==> config.mk <==
export PLATFORM = sky130hd
export DESIGN_NAME = stop_watch_ctrl_flat
export DESIGN_NICKNAME = d
export VERILOG_FILES = /design/src/rtl/stop_watch_ctrl_pkg.sv /design/src/rtl/stop_watch_ctrl_if.sv /design/src/rtl/stop_watch_ctrl_btn_debounce.sv /design/src/rtl/stop_watch_ctrl.sv /design/src/flat_wrapper.sv
export SDC_FILE = /design/constraint.sdc
export NUM_CORES = 1
export LEC_CHECK = 0
export CAP_MARGIN = 20
export CORE_UTILIZATION = 55
export CTS_BUF_LIST = sky130_fd_sc_hd__clkbuf_2 sky130_fd_sc_hd__clkbuf_4 sky130_fd_sc_hd__clkbuf_8
export DETAILED_ROUTE_END_ITERATION = 6
export HOLD_SLACK_MARGIN = 0.05
export PLACE_DENSITY = 0.81
export SYNTH_ARGS = -nofsm -noshare
export SYNTH_HDL_FRONTEND = slang
export SYNTH_SLANG_ARGS = --single-unit
==> constraint.sdc <==
create_clock -name clk -period 2.3 [get_ports clk]
set_clock_uncertainty 0.2 [all_clocks]
set_input_delay 0.575 -clock clk [delete_from_list [all_inputs] [get_ports clk]]
set_output_delay 0.575 -clock clk [all_outputs]
set_load 0.05 [all_outputs]
==> src/rtl/stop_watch_ctrl_pkg.sv <==
// Shared types and constants for the stopwatch controller.
// The optional lap feature is enabled with STOP_WATCH_CTRL_LAP_EN.
package stop_watch_pkg;

    typedef enum logic [1:0] {
        IDLE  = 2'd0,
        RUN   = 2'd1,
        PAUSE = 2'd2,
        DONE  = 2'd3
    } state_t;

    localparam logic [3:0] BCD_MAX = 4'd9;

endpackage

==> src/rtl/stop_watch_ctrl_if.sv <==
// Controller <-> stopwatch datapath / display mux signal bundle.
// Lap outputs are tied to zero unless STOP_WATCH_CTRL_LAP_EN is defined.
interface stop_watch_ctrl_if;
    logic [3:0] d2, d1, d0;
    logic       go;
    logic       clr;
    logic [3:0] lap_d2, lap_d1, lap_d0;
    logic       lap_valid;
    logic [1:0] state;

    modport master (
        input  d2, d1, d0,
        output go, clr, lap_d2, lap_d1, lap_d0, lap_valid, state
    );

    modport slave (
        output d2, d1, d0,
        input  go, clr, lap_d2, lap_d1, lap_d0, lap_valid, state
    );
endinterface

==> src/rtl/stop_watch_ctrl_btn_debounce.sv <==
// Button conditioner: 2-FF synchronizer, stability counter and rising-edge pulse.
// Used for every button of the stopwatch controller (lap only with STOP_WATCH_CTRL_LAP_EN).
module btn_debounce #(
    parameter int unsigned DB_TICKS = 500000
) (
    input  logic clk,
    input  logic reset,
    input  logic btn_raw,
    output logic level,
    output logic rise_p
);
    localparam int unsigned CW = (DB_TICKS > 2) ? $clog2(DB_TICKS) : 1;
    localparam logic [CW-1:0] LAST = CW'(DB_TICKS - 1);

    logic          sync1, sync2;
    logic [CW-1:0] cnt;

    // cnt is the run length of synchronized samples that disagree with level
    always_ff @(posedge clk or posedge reset) begin
        if (reset) begin
            sync1  <= 1'b0;
            sync2  <= 1'b0;
            level  <= 1'b0;
            rise_p <= 1'b0;
            cnt    <= '0;
        end else begin
            sync1  <= btn_raw;
            sync2  <= sync1;
            rise_p <= 1'b0;
            if (sync2 == level) begin
                cnt <= '0;
            end else if (cnt == LAST) begin
                level  <= sync2;
                rise_p <= sync2;
                cnt    <= '0;
            end else begin
                cnt <= cnt + CW'(1);
            end
        end
    end
endmodule

==> src/rtl/stop_watch_ctrl.sv <==
// Stopwatch control FSM: debounced buttons drive go/clr, auto-stop at 999, lap capture.
// Lap logic is built only when STOP_WATCH_CTRL_LAP_EN is defined.
module stop_watch_ctrl
    import stop_watch_pkg::*;
#(
    parameter int unsigned DB_TICKS = 500000,
    parameter bit          MAX_STOP = 1'b1
) (
    input  logic              clk,
    input  logic              reset,
    input  logic              btn_go,
    input  logic              btn_clr,
    input  logic              btn_lap,
    stop_watch_ctrl_if.master dp
);
    state_t state_q, state_d;
    logic   go_q, clr_q;
    logic   go_p, clr_p;
    logic   unused_go_level, unused_clr_level;
    logic   at_max;

    btn_debounce #(.DB_TICKS(DB_TICKS)) u_db_go (
        .clk(clk), .reset(reset), .btn_raw(btn_go),
        .level(unused_go_level), .rise_p(go_p)
    );

    btn_debounce #(.DB_TICKS(DB_TICKS)) u_db_clr (
        .clk(clk), .reset(reset), .btn_raw(btn_clr),
        .level(unused_clr_level), .rise_p(clr_p)
    );

    assign at_max = (dp.d2 == BCD_MAX) && (dp.d1 == BCD_MAX) && (dp.d0 == BCD_MAX);

    // clear dominates; in RUN a start/stop press outranks the 999 auto-stop
    always_comb begin
        state_d = state_q;
        if (clr_p) begin
            state_d = IDLE;
        end else begin
            case (state_q)
                IDLE:    if (go_p) state_d = RUN;
                RUN:     if (go_p) state_d = PAUSE;
                         else if (MAX_STOP && at_max) state_d = DONE;
                PAUSE:   if (go_p) state_d = RUN;
                default: state_d = state_q;
            endcase
        end
    end

    always_ff @(posedge clk or posedge reset) begin
        if (reset) begin
            state_q <= IDLE;
            go_q    <= 1'b0;
            clr_q   <= 1'b0;
        end else begin
            state_q <= state_d;
            go_q    <= (state_d == RUN);
            clr_q   <= clr_p;
        end
    end

    assign dp.state = state_q;
    assign dp.go    = go_q;
    assign dp.clr   = clr_q;

`ifdef STOP_WATCH_CTRL_LAP_EN
    logic       lap_p;
    logic       unused_lap_level;
    logic [3:0] lap2_q, lap1_q, lap0_q;
    logic       lap_valid_q;

    btn_debounce #(.DB_TICKS(DB_TICKS)) u_db_lap (
        .clk(clk), .reset(reset), .btn_raw(btn_lap),
        .level(unused_lap_level), .rise_p(lap_p)
    );

    always_ff @(posedge clk or posedge reset) begin
        if (reset) begin
            lap2_q      <= '0;
            lap1_q      <= '0;
            lap0_q      <= '0;
            lap_valid_q <= 1'b0;
        end else if (clr_p) begin
            lap2_q      <= '0;
            lap1_q      <= '0;
            lap0_q      <= '0;
            lap_valid_q <= 1'b0;
        end else if (lap_p && (state_q == RUN || state_q == PAUSE)) begin
            lap2_q      <= dp.d2;
            lap1_q      <= dp.d1;
            lap0_q      <= dp.d0;
            lap_valid_q <= 1'b1;
        end
    end

    assign dp.lap_d2    = lap2_q;
    assign dp.lap_d1    = lap1_q;
    assign dp.lap_d0    = lap0_q;
    assign dp.lap_valid = lap_valid_q;
`else
    logic unused_btn_lap;
    assign unused_btn_lap = btn_lap;

    assign dp.lap_d2    = '0;
    assign dp.lap_d1    = '0;
    assign dp.lap_d0    = '0;
    assign dp.lap_valid = 1'b0;
`endif
endmodule

==> src/flat_wrapper.sv <==
// flat-port wrapper written by rule: the top's interface ports become plain ports
module stop_watch_ctrl_flat import stop_watch_pkg::*;
#(
    parameter int unsigned DB_TICKS = 500000,
    parameter bit          MAX_STOP = 1'b1
)
  (clk, reset, btn_go, btn_clr, btn_lap, dp_d2, dp_d1, dp_d0, dp_go, dp_clr, dp_lap_d2, dp_lap_d1, dp_lap_d0, dp_lap_valid, dp_state);
  stop_watch_ctrl_if dp_i ();
  input  logic clk;
  input  logic reset;
  input  logic btn_go;
  input  logic btn_clr;
  input  logic btn_lap;
  input wire logic [$bits(dp_i.d2)-1:0] dp_d2;
  input wire logic [$bits(dp_i.d1)-1:0] dp_d1;
  input wire logic [$bits(dp_i.d0)-1:0] dp_d0;
  output wire logic [$bits(dp_i.go)-1:0] dp_go;
  output wire logic [$bits(dp_i.clr)-1:0] dp_clr;
  output wire logic [$bits(dp_i.lap_d2)-1:0] dp_lap_d2;
  output wire logic [$bits(dp_i.lap_d1)-1:0] dp_lap_d1;
  output wire logic [$bits(dp_i.lap_d0)-1:0] dp_lap_d0;
  output wire logic [$bits(dp_i.lap_valid)-1:0] dp_lap_valid;
  output wire logic [$bits(dp_i.state)-1:0] dp_state;
  assign dp_i.d2 = dp_d2;
  assign dp_i.d1 = dp_d1;
  assign dp_i.d0 = dp_d0;
  assign dp_go = dp_i.go;
  assign dp_clr = dp_i.clr;
  assign dp_lap_d2 = dp_i.lap_d2;
  assign dp_lap_d1 = dp_i.lap_d1;
  assign dp_lap_d0 = dp_i.lap_d0;
  assign dp_lap_valid = dp_i.lap_valid;
  assign dp_state = dp_i.state;
  stop_watch_ctrl #(.DB_TICKS(DB_TICKS), .MAX_STOP(MAX_STOP)) u_core (.clk(clk), .reset(reset), .btn_go(btn_go), .btn_clr(btn_clr), .btn_lap(btn_lap), .dp(dp_i));
endmodule
# --- Word-level counts from Yosys, hierarchy flattened ---
# Index checks and enable logic that the tools add are counted.
totals:
  wordCells: 46
  input_bits: 17
  reg_bits: 50
op_classes:
  reduce_logical: 6
  n_addsub: 2
  n_eq_ne: 10
  n_mux: 13
  bitwise_logic: 2
op_table:
  columns: ["operator", "n"]
  rows:
  - ["19-bit two-way mux", 4]
  - ["19-bit by 1-bit adder with 19-bit output, second input constant", 2]
  - ["19-bit equality test, second input constant", 2]
  - ["4-bit equality test, second input constant", 3]
  - ["2-bit two-way mux", 4]
  - ["2-bit by 1-bit equality test with 1-bit output, second input constant", 2]
  - ["1-bit two-way mux", 4]
  - ["2-bit case mux with 2 select lines", 1]
  - ["2-bit AND reduction", 2]
  - ["1-bit equality test", 2]
  - ["2-bit equality test, second input constant", 1]
  - ["1-bit logical AND", 2]
  - ["2-bit logical NOT", 1]
  - ["1-bit NOT", 2]
  - ["2-bit OR reduction", 1]

# --- Longest topological paths before layout ---
# Gate-level depths: netlist of run 1.
depth:
  word_depth: 8
  depth_mapped: 6
  depth_no_buf: 5

# --- Cells and area by module ---
# From an unflattened synthesis of run 1, not the netlist that was laid out.
hier_totals:
  cells_unflattened: 248
  hier_area_um2: 2613.8
by_module_without_submodules:
  columns: ["mod", "n_inst", "cells_each", "area_each_um2", "seq_area_each_um2"]
  rows:
  - ["btn_debounce", 2, 108, 1153.6, 575.6]
  - ["stop_watch_ctrl", 1, 32, 306.5, 100.1]

# --- Worst setup path after synthesis of run 1 ---
# No wires, ideal clock.
synth_path:
  path_type: "flip-flop to flip-flop"
  startpoint: "register u_core.u_db_go.cnt[0]"
  endpoint: "register u_core.u_db_go.level"
  path_buffers: 0
  arrival_time_ns: 1.771
  required_ns: 1.975
  path_stages_with_launch: 5
  setup_slack_ns: 0.204
  synth_period_minus_slack_ns: 2.096
  path_cell_list: "dfrtp_1 -> ha_1 -> nand4_1 -> or4_4 -> mux2_4"
synth_via:
  elab_chain_len: 2
synth_rtl:
  columns: ["element", "line", "source"]
  rows:
  - ["start, declared", "stop_watch_ctrl_btn_debounce.sv:16", "logic [CW-1:0] cnt;"]
  - ["start signal, assigned", "stop_watch_ctrl_btn_debounce.sv:37", "cnt <= cnt + CW'(1);"]
  - ["19-bit equality test", "stop_watch_ctrl_btn_debounce.sv:32", "end else if (cnt == LAST) begin"]
  - ["2-bit AND reduction (no source line)", null, null]
  - ["end signal, assigned", "stop_watch_ctrl_btn_debounce.sv:33", "level <= sync2;"]
  - ["end, declared", "stop_watch_ctrl_btn_debounce.sv:9", "output logic level,"]
# No other way between the ends.
# A chain may end at the register's enable or synchronous reset.

# --- Final worst setup path of run 1 ---
layout_path:
  startpoint: "register u_core.clr_q, in the netlist u_core.dp.clr"
  endpoint: "output dp_clr"
layout_lines:
  columns: ["element", "line", "source"]
  rows:
  - ["start, declared", "stop_watch_ctrl.sv:17", "logic go_q, clr_q;"]
  - ["start signal, assigned", "stop_watch_ctrl.sv:58", "clr_q <= clr_p;"]
  - ["end, declared", "flat_wrapper.sv:18", "output wire logic [$bits(dp_i.clr)-1:0] dp_clr;"]
# No word-level cell between the ends.

==> run summary, run 1 <==
outcome: completed
total number of vias: 1807
clk slew on worst S/H paths: 0.10 ns
Mean Syn Cell Area: 9.99 um^2
Total Routing Usage GR: 20.1%
Top Ports: 34
Max Freq: 451 MHz
Yosys top cell by area: dfrtp_1
synth unique cells: 41
CP Class: flop to output port
routability cong.: 0.882
area occupied by multi-input gates: 1130 um^2
port bufs: 19
WL/cell: 13.9 um
Starting DRT DRC Count: 95
synthesized flop and latch total: 50
Post-synth EDFFs: 0
share of layout cells above drive strength 1: 9.32%
Post-CTS Setup Bufs: 0
max incr delay on CP: 0.79 ns
Yosys Warn Count: 0
hold path start: u_core.u_db_go.sync1$_DFF_PP0_
vias per std cell: 5.46
buffers and inverters on the worst path: 1
commonest non-fill, non-tap cell in the layout: dfrtp_1
Final min period: 2.22 ns
worst hold path cell count: 0
R2R cell count: 4
CTS max path bufs: 2
Final Slew Violations: 0
Initial Util: 56.9%
Mapped Cells: 248
TritonCTS Buffers: 5
std cell rows: 24
reg2reg setup slack: 0.17 ns
Detail Route Antenna Nets: 0
PD cells: 580 nW/um^2
Slew @ Worst Pin: 0.667 ns
CP arrival: 1.44 ns
Max Cap Violations: 0
layout overhead on the synthesized area: 15.5%
Critical Path Fanout Max: 1
sequential area share after synthesis: 50.5%
fillers: 338
critical path, cell by cell: clkdlybuf4s50_1
vias in the first global route: 1740
global-route wire length before repair: 7750 um
synthesized cell area: 2480 um^2
Die Height: 69.1 um
DRC Markers: 0
WHS Endpoint: u_core.u_db_go.sync2$_DFF_PP0_
core area: 4350 um^2
cts hold-fix bufs: 0
share of the synthesized area in the top cell type: 50.5%
Crit. End Element: output port
commonest non-fill, non-tap cells in the layout: 50 x dfrtp_1, 43 x nor2_1, 25 x xnor2_1
family with the most delay on the worst path: buffers and inverters
initial antenna violation count: 0
VDD IR max: 0.427 mV
slowest CP cell: clkdlybuf4s50_1
flip-flop and latch area: 1250 um^2
Hold Path Class: flop to flop
slew margin rel.: 55.1%
Layout Nets: 297
clk_lat worst skew: 0.31 ns
Die ar.: 4780 um^2
setup_tns: 0 ns
synth top area cells: dfrtp_1 50%, xnor2_1 8.8%, nor2_1 6.5%
WP data required: 1.52 ns
top_reg_cell synth: dfrtp_1
Detail Placement HPWL: 3480 um
Async S/R FF share, synth: 100%
Setup-failing EPs final: 0
Tcrit/Tclk final: 96.4%
CTS tree: yes
RSZ-0062 raised after global routing: false
R2R Path Start: u_core.u_db_go.cnt[12]$_DFF_PP0_
Reg-to-Reg End: u_core.u_db_go.level$_DFFE_PP0P_
DRT Wirelength: 4590 um
largest net degree at the start of global routing: 21
CTS HTree Levels: 2
Pwr Total: 0.00166 W
Root Buffer: clkbuf_8
Startpoint Class: flop
P_leak: 1.15 nW
Die Wd: 69.1 um
Finished Core Util: 65.7%
GRT overflow: 0
CTS Sinks: 50
Final Hold Fails: 0
First-pass DRT Iterations: 4
# diodes: 0
-- layer usage --
layer	track usage, %	wire length, um
met1	25.7	2060
met2	34.7	2380
met5	0	0
met3	3.65	106
met4	6.12	37
-- cell families (layout without fill, tap and decap cells) --
| group | Yosys count | count (layout) | synth area share [%] |
|---|---|---|---|
| flip-flops | 50 | 50 | 50.5 |
| buffers and inverters | 25 | 44 | 5.91 |
| XOR/XNOR | 31 | 31 | 11.0 |
| AND/OR/NAND/NOR | 120 | 120 | 25.4 |
| multiplexers | 3 | 3 | 1.46 |
| AO/OA/AOI/OAI | 16 | 16 | 4.59 |
| other | 1 | 13 | 0.151 |
| adder cells (fa/ha/maj) | 2 | 2 | 1.01 |
-- registers in the layout (all words and copies together), names as in the netlist --
name and flops:
u_core.u_db_go.sync2 1, u_core.u_db_clr.rise_p 1, u_core.u_db_clr.cnt 19, u_core.u_db_go.level 1, u_core.dp.state 2, u_core.dp.clr 1
u_core.u_db_go.cnt 19, u_core.u_db_clr.sync1 1, u_core.u_db_go.rise_p 1, u_core.u_db_clr.level 1, u_core.dp.go 1, u_core.u_db_clr.sync2 1
u_core.u_db_go.sync1 1
-- cells in the mapped netlist, drive strengths merged, types with 2 or more instances --
cell type / instances
a211oi: 2
a21oi: 6
and3: 2
buf: 14
clkbuf: 2
dfrtp: 50
ha: 2
inv: 9
mux2: 2
nand2: 12
nand3: 14
nand4: 10
nor2: 43
nor3: 9
nor4: 12
nor4bb: 4
o21ai: 5
o41ai: 2
or2: 3
or3: 2
or4: 2
xnor2: 25
xor2: 6
-- where the power goes --
part	internal (W)	switching, W	total (W)
registers	0.000890	0.0000127	0.000903
clock network	0.000324	0.000300	0.000623
logic	0.0000462	0.0000876	0.000134
total	0.00126	0.000400	0.00166
-- worst max path at each step --
stage                                startpoint                               end  depth (start not counted)
2_1_floorplan   u_core.u_db_go.cnt[0]$_DFF_PP0_  u_core.u_db_go.level$_DFFE_PP0P_                          4
3_3_place_gp   u_core.u_db_go.cnt[12]$_DFF_PP0_  u_core.u_db_go.level$_DFFE_PP0P_                          4
3_5_place_dp                           dp_d0[3]            u_core.dp.go$_DFF_PP0_                          5
4_1_cts                 u_core.dp.clr$_DFF_PP0_                            dp_clr                          1
5_1_grt                 u_core.dp.clr$_DFF_PP0_                            dp_clr                          1
6_report                u_core.dp.clr$_DFF_PP0_                            dp_clr                          1
-- stage by stage --
step / worst slack, ns / hold WS (ns) / area (um^2) / instances
global placement: 0.195 / 0.138 / 2750 / 323
CTS: 0.0702 / 0.164 / 2860 / 331
global route: 0.0593 / 0.173 / 2860 / 331
detailed placement: 0.0668 / 0.141 / 2750 / 323
finish: 0.0835 / 0.160 / 2860 / 331
floorplan: 0.204 / 0.131 / 2520 / 260
-- layout make-up --
cell class | instances | share of cell area, %
clock buffers | 5 | 2.40
clock inverters | 3 | 1.57
inverters | 9 | 1.18
multi-input cells | 185 | 39.3
flip-flops and latches | 50 | 43.7
well taps | 52 | 2.27
repair buffers | 27 | 9.53
-- timing repair --
item	CTS	global route
endpoints found under the hold margin	0	0
endpoints found under the setup margin	2	0
gates resized for setup	2	0
Note: power is estimated with default switching activity, not from simulation.
==> inputs of run 2 (changes only) <==
PLACE_DENSITY = 0.83   (was 0.81)
==> run 2 against run 1 <==
Against the previous run:
- via count down 0.77%
- sequential share of layout area down 0.13 points
- first-iteration DRC count up 45%
- total power up 7.5%
- core utilization up 0.20 points
- sequential power about the same
- highest routed layer unchanged
==> run summary, run 2 (same netlist as run 1, synthesis figures left out) <==
outcome: completed (unchanged)
CTS tree: yes (unchanged)
clk_lat worst skew: 0.31 ns (about the same)
Die Wd: 69.1 um (unchanged)
post-route setup slack: 0.0884 ns (was 0.0835 ns)
family with the most delay on the worst path: buffers and inverters (unchanged)
CP arrival: 1.44 ns (about the same)
placed insts: 322 (was 323)
CTS max path bufs: 2 (unchanged)
vias per std cell: 5.43 (was 5.46)
Root Buffer: clkbuf_8 (unchanged)
Hold Path Class: flop to flop (unchanged)
total number of vias: 1793 (was 1807)
VDD IR max: 0.449 mV (was 0.427 mV)
routability cong.: 0.824 (was 0.882)
Detail Route Antenna Nets: 0 (unchanged)
initial antenna violation count: 0 (unchanged)
CTS HTree Levels: 2 (unchanged)
worst hold margin: 0.146 ns (was 0.160 ns)
Critical Path Fanout Max: 1 (unchanged)
Slew @ Worst Pin: 0.571 ns (was 0.667 ns)
buffers and inverters on the worst path: 1 (unchanged)
largest net degree at the start of global routing: 51 (was 21)
First-pass DRT Iterations: 4 (unchanged)
Initial Util: 56.9% (unchanged)
Max Freq: 452 MHz (was 451 MHz)
Detail Placement HPWL: 3120 um (was 3480 um)
max incr delay on CP: 0.79 ns (about the same)
Final Slew Violations: 0 (unchanged)
slowest CP cell: clkdlybuf4s50_1 (unchanged)
Setup-failing EPs final: 0 (unchanged)
std cell rows: 24 (unchanged)
core area: 4350 um^2 (unchanged)
Die Height: 69.1 um (unchanged)
Starting DRT DRC Count: 138 (was 95)
Layout Nets: 296 (was 297)
PD cells: 622 nW/um^2 (was 580 nW/um^2)
Top Ports: 34 (unchanged)
Final Hold Fails: 0 (unchanged)
GRT overflow: 0 (unchanged)
Startpoint Class: flop (unchanged)
slew margin rel.: 61.6% (was 55.1%)
DRT Wirelength: 4460 um (was 4590 um)
non-filler instance count after layout: 330 (was 331)
share of layout cells above drive strength 1: 8.99% (was 9.32%)
clk slew on worst S/H paths: 0.09 ns (was 0.10 ns)
CTS Sinks: 50 (unchanged)
WL/cell: 13.5 um (was 13.9 um)
P_leak: 1.16 nW (was 1.15 nW)
vias in the first global route: 1811 (was 1740)
Tcrit/Tclk final: 96.2% (was 96.4%)
Max Cap Violations: 0 (unchanged)
setup slack at placement: 0.147 ns (was 0.0668 ns)
commonest non-fill, non-tap cells in the layout: 50 x dfrtp_1, 43 x nor2_1, 25 x xnor2_1 (unchanged)
DRC Markers: 0 (unchanged)
critical path, cell by cell: clkdlybuf4s50_1 (unchanged)
Final min period: 2.21 ns (was 2.22 ns)
fillers: 329 (was 338)
Total Routing Usage GR: 21.0% (was 20.1%)
commonest non-fill, non-tap cell in the layout: dfrtp_1 (unchanged)
Crit. End Element: output port (unchanged)
Post-CTS Setup Bufs: 0 (unchanged)
global-route wire length before repair: 8110 um (was 7750 um)
Die ar.: 4780 um^2 (unchanged)
setup_tns: 0 ns (unchanged)
# diodes: 0 (unchanged)
RSZ-0062 raised after global routing: false (unchanged)
CP Class: flop to output port (unchanged)
port bufs: 19 (unchanged)
layout overhead on the synthesized area: 15.9% (was 15.5%)
TritonCTS Buffers: 5 (unchanged)
WP data required: 1.52 ns (about the same)
==> run 2: changes by cell type in the layout (fill, tap and decap cells not counted), sizes merged <==
| cell | change |
|---|---|
| bufinv | +1 |
| buf | -1 |
| clkbuf | +1 |
| clkinvlp | -2 |
==> run 2: repair_timing <==
item                                    CTS  global route
hold buffers                              0             0
hold endpoints to repair                  0             0
endpoints found under the setup margin    2             0
resized for setup                         2             0
==> run 2: worst paths after layout <==
path / slack [ns] / from / to / cells after the start
min in group asynchronous: 0.42 / reset / u_core.u_db_clr.sync2$_DFF_PP0_ / 3
max: 0.09 / u_core.dp.go$_DFF_PP0_ / dp_go / 1
max in group asynchronous: 1.25 / reset / u_core.u_db_clr.cnt[11]$_DFF_PP0_ / 3
min reg2reg: 0.15 / u_core.u_db_clr.sync1$_DFF_PP0_ / u_core.u_db_clr.sync2$_DFF_PP0_ / 0
min: 0.15 / u_core.u_db_clr.sync1$_DFF_PP0_ / u_core.u_db_clr.sync2$_DFF_PP0_ / 0
max reg2reg: 0.17 / u_core.u_db_go.cnt[12]$_DFF_PP0_ / u_core.u_db_go.level$_DFFE_PP0P_ / 4
==> run 2: final cells by class <==
class / instances / area, um^2 / area share (%)
multi-input cells: 185 / 1130 / 39.2
inverters: 9 / 33.8 / 1.18
repair buffers: 26 / 253 / 8.80
well taps: 52 / 65.1 / 2.27
clock buffers: 6 / 82.6 / 2.88
flip-flops and latches: 50 / 1250 / 43.6
clock inverters: 2 / 60.1 / 2.09
==> run 2: metal layers <==
metal	global-route usage [%]	routed length [um]	up-vias
met1	26.3	2040	870
met4	7.71	66	0
met3	4.53	100	5
li1	-	-	889
met5	0	0	-
met2	35.6	2250	29
==> run 2: report_power, final <==
group	internal [W]	leakage, nW	total [W]	switching, W
Clock	0.000464	0.0714	0.000754	0.000290
Combinational	0.0000429	0.407	0.000128	0.0000849
Sequential	0.000890	0.679	0.000903	0.0000128
Total	0.00140	1.16	0.00179	0.000388
==> run 2: through the flow <==
| stage | power, W | cell area [um^2] | util (%) |
|---|---|---|---|
| after floorplan | 0.00102 | 2520 | - |
| after global placement | 0.00105 | 2730 | 62.7 |
| after detailed placement | 0.00105 | 2730 | 62.7 |
| after CTS | 0.00180 | 2870 | 65.9 |
| after global routing | 0.00184 | 2870 | 65.9 |
| final | 0.00179 | 2870 | 65.9 |
==> inputs of run 3 (changes only) <==
--- a/config.mk
+++ b/config.mk
@@ -11,3 +11,2 @@
 export DETAILED_ROUTE_END_ITERATION = 6
-export HOLD_SLACK_MARGIN = 0.05
 export PLACE_DENSITY = 0.83
--- a/constraint.sdc
+++ b/constraint.sdc
@@ -4,2 +4,2 @@
 set_output_delay 0.575 -clock clk [all_outputs]
-set_load 0.05 [all_outputs]
+set_load 0.01 [all_outputs]
==> run 3 against run 2 <==
Against the previous run:
- sequential share of layout area is essentially flat
- cell count is the same
- core utilization grew 0.057 points
- clock power is essentially flat
- hold slack is the same
- critical path type is now flop to flop
- total power shrank 2.1%
- largest cell class unchanged
- sequential cell count is the same
- non-clock buffer count is the same
==> run summary, run 3 (same netlist as run 1, synthesis figures left out) <==
Max Freq: 469 MHz (was 452 MHz)
layout overhead on the synthesized area: 16.0% (was 15.9%)
Root Buffer: clkbuf_8 (unchanged)
Post-CTS Setup Bufs: 0 (unchanged)
slowest CP cell: or4_4 (was clkdlybuf4s50_1)
Slew @ Worst Pin: 0.571 ns (unchanged)
WHS Endpoint: u_core.u_db_clr.sync2$_DFF_PP0_ (unchanged)
non-filler instance count after layout: 330 (unchanged)
outcome: completed (unchanged)
WP data required: 2.30 ns (was 1.52 ns)
PD cells: 608 nW/um^2 (was 622 nW/um^2)
DRC Markers: 0 (unchanged)
Final Slew Violations: 0 (unchanged)
cts hold-fix bufs: 0 (unchanged)
P_leak: 1.15 nW (was 1.16 nW)
Tcrit/Tclk final: 92.6% (was 96.2%)
routability cong.: 0.824 (unchanged)
WL/cell: 13.5 um (about the same)
CTS max path bufs: 2 (unchanged)
Final min period: 2.13 ns (was 2.21 ns)
DRT Wirelength: 4450 um (was 4460 um)
Starting DRT DRC Count: 138 (unchanged)
CTS Sinks: 50 (unchanged)
largest net degree at the start of global routing: 51 (unchanged)
GRT overflow: 0 (unchanged)
Pwr Total: 0.00175 W (was 0.00179 W)
CP Class: flop to flop (was flop to output port)
worst hold margin: 0.146 ns (unchanged)
CTS HTree Levels: 2 (unchanged)
Clock power frac: 43.1% (was 42.2%)
clk_lat worst skew: 0.31 ns (about the same)
critical path, cell by cell: nor4_2 -> nand4_2 -> or4_4 -> mux2_4 (was clkdlybuf4s50_1)
Crit. End Element: flop (was output port)
Critical Path Fanout Max: 5 (was 1)
port bufs: 19 (unchanged)
Detail Placement HPWL: 3120 um (unchanged)
RSZ-0062 raised after global routing: false (unchanged)
Total Routing Usage GR: 21.0% (unchanged)
post-CTS resize count: 0 (was 2)
share of layout cells above drive strength 1: 8.99% (unchanged)
reg2reg setup slack: 0.17 ns (about the same)
R2R Path Start: u_core.u_db_go.cnt[12]$_DFF_PP0_ (unchanged)
Detail Route Antenna Nets: 0 (unchanged)
total number of vias: 1793 (unchanged)
core area: 4350 um^2 (unchanged)
Die ar.: 4780 um^2 (unchanged)
Max Cap Violations: 0 (unchanged)
Reg-to-Reg End: u_core.u_db_go.level$_DFFE_PP0P_ (unchanged)
P_int: 0.00140 W (unchanged)
vias per std cell: 5.43 (unchanged)
CP arrival: 2.13 ns (was 1.44 ns)
VDD IR max: 0.449 mV (about the same)
Sw Ratio: 20.1% (was 21.7%)
TritonCTS Buffers: 5 (unchanged)
clk slew on worst S/H paths: 0.09 ns (about the same)
Setup-failing EPs final: 0 (unchanged)
Net Sw Power: 0.000351 W (was 0.000388 W)
Startpoint Class: flop (unchanged)
setup_tns: 0 ns (unchanged)
std cell rows: 24 (unchanged)
initial antenna violation count: 0 (unchanged)
hold path start: u_core.u_db_clr.sync1$_DFF_PP0_ (unchanged)
Final Hold Fails: 0 (unchanged)
First-pass DRT Iterations: 4 (unchanged)
commonest non-fill, non-tap cells in the layout: 50 x dfrtp_1, 43 x nor2_1, 25 x xnor2_1 (unchanged)
commonest non-fill, non-tap cell in the layout: dfrtp_1 (unchanged)
max incr delay on CP: 0.59 ns (was 0.79 ns)
placed insts: 322 (unchanged)
Top Ports: 34 (unchanged)
Layout Nets: 296 (unchanged)
global-route wire length before repair: 8110 um (unchanged)
CTS tree: yes (unchanged)
R2R cell count: 4 (unchanged)
Die Height: 69.1 um (unchanged)
power share of the combinational group: 5.2% (was 7.2%)
Die Wd: 69.1 um (unchanged)
sequential share of power: 51.6% (was 50.6%)
slew margin rel.: 61.6% (unchanged)
# diodes: 0 (unchanged)
Initial Util: 56.9% (unchanged)
Hold Path Class: flop to flop (unchanged)
vias in the first global route: 1811 (unchanged)
worst hold path cell count: 0 (unchanged)
==> run 3: worst max-delay path by stage <==
stage,endpoint,cells after the start,start
final,u_core.u_db_go.level$_DFFE_PP0P_,4,u_core.u_db_go.cnt[12]$_DFF_PP0_
after global routing,u_core.u_db_clr.cnt[18]$_DFF_PP0_,5,u_core.u_db_clr.cnt[0]$_DFF_PP0_
after CTS,u_core.u_db_go.level$_DFFE_PP0P_,4,u_core.u_db_go.cnt[12]$_DFF_PP0_
after detailed placement,u_core.dp.go$_DFF_PP0_,5,dp_d0[3]
after global placement,u_core.u_db_go.level$_DFFE_PP0P_,4,u_core.u_db_go.cnt[12]$_DFF_PP0_
after floorplan,u_core.u_db_go.level$_DFFE_PP0P_,4,u_core.u_db_go.cnt[0]$_DFF_PP0_
==> run 3: worst max-delay path, delay by kind of cell, from the launching register on <==
kind	cells	cell delay, ns
flops	1	0.44
mux	1	0.31
simple gates	3	1.08
==> run 3: power by group through the flow <==
| stage | sequential [W] | clock, W | combinational [W] |
|---|---|---|---|
| 6_report | 0.000903 | 0.000754 | 0.0000912 |
| 5_1_grt | 0.000906 | 0.000797 | 0.000103 |
| 4_1_cts | 0.000903 | 0.000766 | 0.0000930 |
| 3_5_place_dp | 0.000920 | 0 | 0.0000927 |
| 3_3_place_gp | 0.000919 | 0 | 0.0000904 |
| 2_1_floorplan | 0.000917 | 0 | 0.0000666 |
==> run 3: cell type report <==
type / instances / area (um^2)
Clock buffer: 6 / 82.6
Clock inverter: 2 / 60.1
Tap cell: 52 / 65.1
Fill cell: 327 / 1480
Inverter: 9 / 33.8
Sequential cell: 50 / 1250
Multi-Input combinational cell: 185 / 1130
Timing Repair Buffer: 26 / 255
==> run 3: metal layers <==
layer | routed length, um | track usage (%) | vias to the layer above
met5 | 0 | 0 | -
met4 | 66 | 7.71 | 0
met3 | 99 | 4.53 | 5
met2 | 2250 | 35.6 | 29
met1 | 2040 | 26.3 | 870
li1 | - | - | 889
==> run 3: per-stage QoR <==
step | setup WS, ns | util [%] | instance area, um^2
after floorplan | 0.204 | - | 2520
after global placement | 0.188 | 62.7 | 2730
after detailed placement | 0.147 | 62.7 | 2730
after CTS | 0.171 | 66.0 | 2870
after global routing | 0.0859 | 66.0 | 2870
final | 0.169 | 66.0 | 2870
